===== src/rtl/binario_a_bcd.sv =====
// Sequential binary-to-BCD converter (shift-add-3) for the DPWM display path.
// One bit per clock; digits are registered and change only together with the done pulse.
module binario_a_bcd #(
   parameter int unsigned WIDTH = 12
) (
   input  logic             CLK,
   input  logic             reset,
   input  logic [WIDTH-1:0] binario,
   input  logic             start,
   output logic             busy,
   output logic             done,
   output logic [3:0]       unidades,
   output logic [3:0]       decenas,
   output logic [3:0]       centenas,
   output logic [3:0]       millares
);

   localparam int unsigned CntW = $clog2(WIDTH + 1);

   typedef enum logic [0:0] {
      StIdle,
      StShift
   } state_e;

   state_e           r_state;
   state_e           w_state_next;
   logic [WIDTH-1:0] r_bin;
   logic [WIDTH-1:0] w_bin_next;
   logic [15:0]      r_scratch;
   logic [15:0]      w_scratch_next;
   logic [15:0]      w_corr;
   logic [15:0]      w_shifted;
   logic [15:0]      r_digits;
   logic [15:0]      w_digits_next;
   logic [CntW-1:0]  r_count;
   logic [CntW-1:0]  w_count_next;
   logic             r_done;
   logic             w_done_next;
   logic             w_last;

   // Nibbles are corrected independently; a corrected nibble (<=12) never carries out.
   always_comb begin
      w_corr = '0;
      for (int n = 0; n < 4; n++) begin
         if (r_scratch[4*n +: 4] >= 4'd5) begin
            w_corr[4*n +: 4] = r_scratch[4*n +: 4] + 4'd3;
         end else begin
            w_corr[4*n +: 4] = r_scratch[4*n +: 4];
         end
      end
   end

   assign w_shifted = {w_corr[14:0], r_bin[WIDTH-1]};
   assign w_last    = (r_count == CntW'(1));

   always_comb begin
      w_state_next   = r_state;
      w_bin_next     = r_bin;
      w_scratch_next = r_scratch;
      w_count_next   = r_count;
      w_digits_next  = r_digits;
      w_done_next    = 1'b0;
      unique case (r_state)
         StIdle: begin
            if (start) begin
               w_bin_next     = binario;
               w_scratch_next = '0;
               w_count_next   = CntW'(WIDTH);
               w_state_next   = StShift;
            end
         end
         StShift: begin
            w_scratch_next = w_shifted;
            w_bin_next     = r_bin << 1;
            w_count_next   = r_count - CntW'(1);
            if (w_last) begin
               w_digits_next = w_shifted;
               w_done_next   = 1'b1;
               w_state_next  = StIdle;
            end
         end
         default: w_state_next = StIdle;
      endcase
   end

   always_ff @(posedge CLK) begin
      if (reset) begin
         r_state   <= StIdle;
         r_bin     <= '0;
         r_scratch <= '0;
         r_count   <= '0;
         r_digits  <= '0;
         r_done    <= 1'b0;
      end else begin
         r_state   <= w_state_next;
         r_bin     <= w_bin_next;
         r_scratch <= w_scratch_next;
         r_count   <= w_count_next;
         r_digits  <= w_digits_next;
         r_done    <= w_done_next;
      end
   end

   assign busy     = (r_state == StShift);
   assign done     = r_done;
   assign unidades = r_digits[3:0];
   assign decenas  = r_digits[7:4];
   assign centenas = r_digits[11:8];
   assign millares = r_digits[15:12];

endmodule


===== config.mk =====
export PLATFORM = sky130hd
export DESIGN_NAME = binario_a_bcd
export DESIGN_NICKNAME = d
export VERILOG_FILES = /design/src/rtl/binario_a_bcd.sv
export SDC_FILE = /design/constraint.sdc
export NUM_CORES = 1
export LEC_CHECK = 0
export BUFFER_PORTS_ARGS = -buffer_cell sky130_fd_sc_hd__buf_2
export CAP_MARGIN = 20
export CORE_UTILIZATION = 45
export DETAILED_ROUTE_END_ITERATION = 6
export PLACE_DENSITY = 0.68
export SYNTH_ARGS = -nofsm -noshare
export SYNTH_HDL_FRONTEND = slang
export SYNTH_SLANG_ARGS = --single-unit

===== constraint.sdc =====
create_clock -name CLK -period 1.6 [get_ports CLK]
set_clock_uncertainty 0.1 [all_clocks]
set_input_delay 0.48 -clock CLK [delete_from_list [all_inputs] [get_ports CLK]]
set_output_delay 0.48 -clock CLK [all_outputs]
set_load 0.02 [all_outputs]

==> flow_summary.json <==
{
  "wl_per_cell_um": 12.7,
  "cts_buffer_depth": 2,
  "endpoint_kind": "output pin",
  "dieArea_mm2": 0.00526,
  "synth_ff_type": "dfxtp_1",
  "grtUsageTotal_pct": 18.6,
  "grt_pass1_wl_um": 7570,
  "crit_required_ns": 1.02,
  "syn_to_final_growth_pct": 19.6,
  "tns_ns": 0,
  "yosysWarnings": 0,
  "yosysSeqAreaShare_pct": 44.7,
  "ys_ff_latch": 50,
  "final_max_slew_viol_count": 0,
  "path_cells": "buf_4 > buf_4",
  "worstSkewPairLatency_ns": 0.30,
  "p_leak_nw": 1.13,
  "diodes": 0,
  "start_kind": "flop",
  "synth_edf_count": 0,
  "vdd_drop_max_uv": 567,
  "path_common_cell": "buf_4",
  "clkSinkCount": 50,
  "fmax_mhz": 642,
  "layout.nets": 304,
  "yosys.area.top_type_share_pct": 44.7,
  "port_buffers": 32,
  "cts_buffers": 5,
  "dp_hpwl_um": 3180,
  "synth_cells": 237,
  "die_h_um": 72.5,
  "cts_tree": "done",
  "synth_area_mm2": 0.00224,
  "relSlewSlack_pct": 78.6,
  "antenna_found_initial": 0,
  "grt_setup_unrepaired": "yes",
  "num_vias": 1797,
  "drive_above_1_share_pct": 27.1,
  "crit_slowest_cell": "dfxtp_4",
  "ys_async_sr_fraction_pct": 0,
  "ctsHoldBuffers": 0,
  "dp_cells": 338,
  "synth_cell_types": 31,
  "first_pass_iters": 4,
  "drcViolationCount": 0,
  "synth_top_area_cell": "dfxtp_1",
  "setup_viol": 0,
  "drv_cap": 0,
  "status": "finished clean",
  "io_pins": 33,
  "period_needed_ns": 1.56,
  "stdcell_count": 347,
  "synth.avg_cell_area_um2": 9.44,
  "ctsRootBufferMaster": "clkbuf_8",
  "synth_area_leaders": "dfxtp_1, mux2i_1, ha_1",
  "grt_max_degree": 20,
  "floorplan.rows": 25,
  "die_x_um": 72.5,
  "vias_per_cell": 5.18,
  "drt_iter0_markers": 65,
  "crit_type": "flop to output pin",
  "finalHoldViolCount": 0,
  "finish.utilization_pct": 56.3,
  "pre_cts_ws_ns": 0.0422,
  "core_mm2": 0.00475,
  "finalWorstSetupSlack_ns": 0.0428,
  "hold_path_class": "primary input to flop",
  "overflow": 0,
  "slowest_delay_ns": 0.37,
  "clkSlewWorstSetupHoldPaths_ns": 0.09,
  "syn_nets": 262,
  "htreeDepth": 2,
  "drt_wl_total_um": 4420,
  "worst_pin_slew_ns": 0.321,
  "place_congestion": 0.740,
  "hold_ws_ns": 0.350,
  "start_util_pct": 47.1,
  "ant_nets": 0,
  "arrival_ns": 0.98,
  "power.density_mw_per_mm2": 873,
  "grt_pass1_vias": 1680,
  "post-route-period-util_pct": 97.3,
  "path_max_fanout": 5
}
-- sequential cells by signal, indices dropped and copies added, names as in the netlist --
name and cells:
r_scratch 16, busy 1, done 1, r_bin 12, r_count 4, r_digits 16
-- cells in the final DEF, fill, tap and decap left out --
| master | count |
|---|---|
| o2bb2ai_2 | 1 |
| buf_2 | 31 |
| ha_1 | 9 |
| o21ai_2 | 1 |
| dfxtp_4 | 1 |
| a21oi_1 | 24 |
| nor3_1 | 8 |
| nor2_1 | 28 |
| a21oi_2 | 1 |
| o21ba_1 | 1 |
| nand2_1 | 1 |
| nand3_1 | 9 |
| mux2i_2 | 2 |
| nor3_4 | 1 |
| clkinv_4 | 1 |
| mux2i_1 | 14 |
| buf_12 | 1 |
| dfxtp_1 | 43 |
| clkbuf_8 | 7 |
| mux2_4 | 1 |
| xnor2_1 | 4 |
| o2bb2ai_1 | 8 |
| inv_4 | 1 |
| a311oi_1 | 2 |
| dfxtp_2 | 6 |
| a32o_1 | 6 |
| nand2b_1 | 7 |
| o31a_1 | 1 |
| nor3b_1 | 7 |
| inv_1 | 11 |
| o21ai_1 | 11 |
| ha_2 | 1 |
| a21o_1 | 3 |
| a22o_1 | 7 |
| inv_2 | 1 |
| buf_4 | 16 |
| nor2_2 | 3 |
-- cells in the mapped netlist, types with 2 or more instances --
library cell,number
dfxtp_1,50
nor2_2,3
a21oi_1,24
ha_1,10
buf_1,2
buf_4,2
a21o_1,3
inv_1,11
a32o_1,6
nor3_1,8
nand3_1,9
nor3b_1,7
xnor2_1,4
o21ai_1,11
o2bb2ai_1,8
a22o_1,7
buf_2,9
mux2i_1,16
a311oi_1,2
nor2_1,28
nand2b_1,7
-- through the flow --
stage          power, mW  area, µm²
2_1_floorplan       1.48       2240
3_3_place_gp        1.55       2540
3_5_place_dp        1.55       2540
4_1_cts             2.37       2650
5_1_grt             2.45       2680
6_report            2.34       2680
-- final timing paths --
| check | startpoint | end | slack (ns) | depth (start not counted) |
|---|---|---|---|---|
| min reg2reg | r_digits[7]$_SDFFE_PP0P_ | r_digits[7]$_SDFFE_PP0P_ | 0.36 | 1 |
| max reg2reg | r_scratch[5]$_SDFFE_PP0P_ | r_scratch[5]$_SDFFE_PP0P_ | 0.08 | 6 |
| min | reset | r_scratch[15]$_SDFFE_PP0P_ | 0.35 | 2 |
| max | busy$_SDFF_PP0_ | busy | 0.04 | 2 |
-- report_power, final --
part	switching, mW	total (mW)	internal (mW)
Clock	0.417	0.813	0.397
Combinational	0.126	0.223	0.0968
Sequential	0.0252	1.30	1.27
Total	0.568	2.34	1.77
-- worst max-delay path: cells and delay by family (launching register included) --
family                 cells  cell delay [ns]
DFF                        1             0.37
buffers and inverters      2             0.30
-- cells by family (layout without fill, tap and decap cells) --
kind of cell / Yosys count / after routing / share of synthesized area [%]
fa+ha+maj: 10 / 10 / 5.59
compound gates: 66 / 66 / 20.5
simple gates: 64 / 64 / 14.5
buf+inv: 26 / 69 / 5.31
xor+xnor: 4 / 4 / 1.56
flops: 50 / 50 / 44.7
mux: 17 / 17 / 7.83
-- per-layer routing --
metal / track usage, % / part of all wire [%]
met5: 0 / 0
met4: 6.54 / 1.5
met3: 4.58 / 4.2
met2: 30.2 / 45
met1: 24.1 / 49
-- timing repair --
item,in CTS,in global routing
setup buffers,0,1
endpoints found under the setup margin,1,15
pin swaps,0,2
gates resized for setup,2,10
cloned,0,0
-- final cells by class --
type	instances	area (µm²)
multi-input cells	161	1130
inverters	13	51.3
repair buffers	48	295
clock buffers	7	96.3
fillers	460	2080
clock inverters	1	8.76
well taps	67	83.8
flip-flops and latches	50	1010
Note: power is estimated with default switching activity, not from simulation.
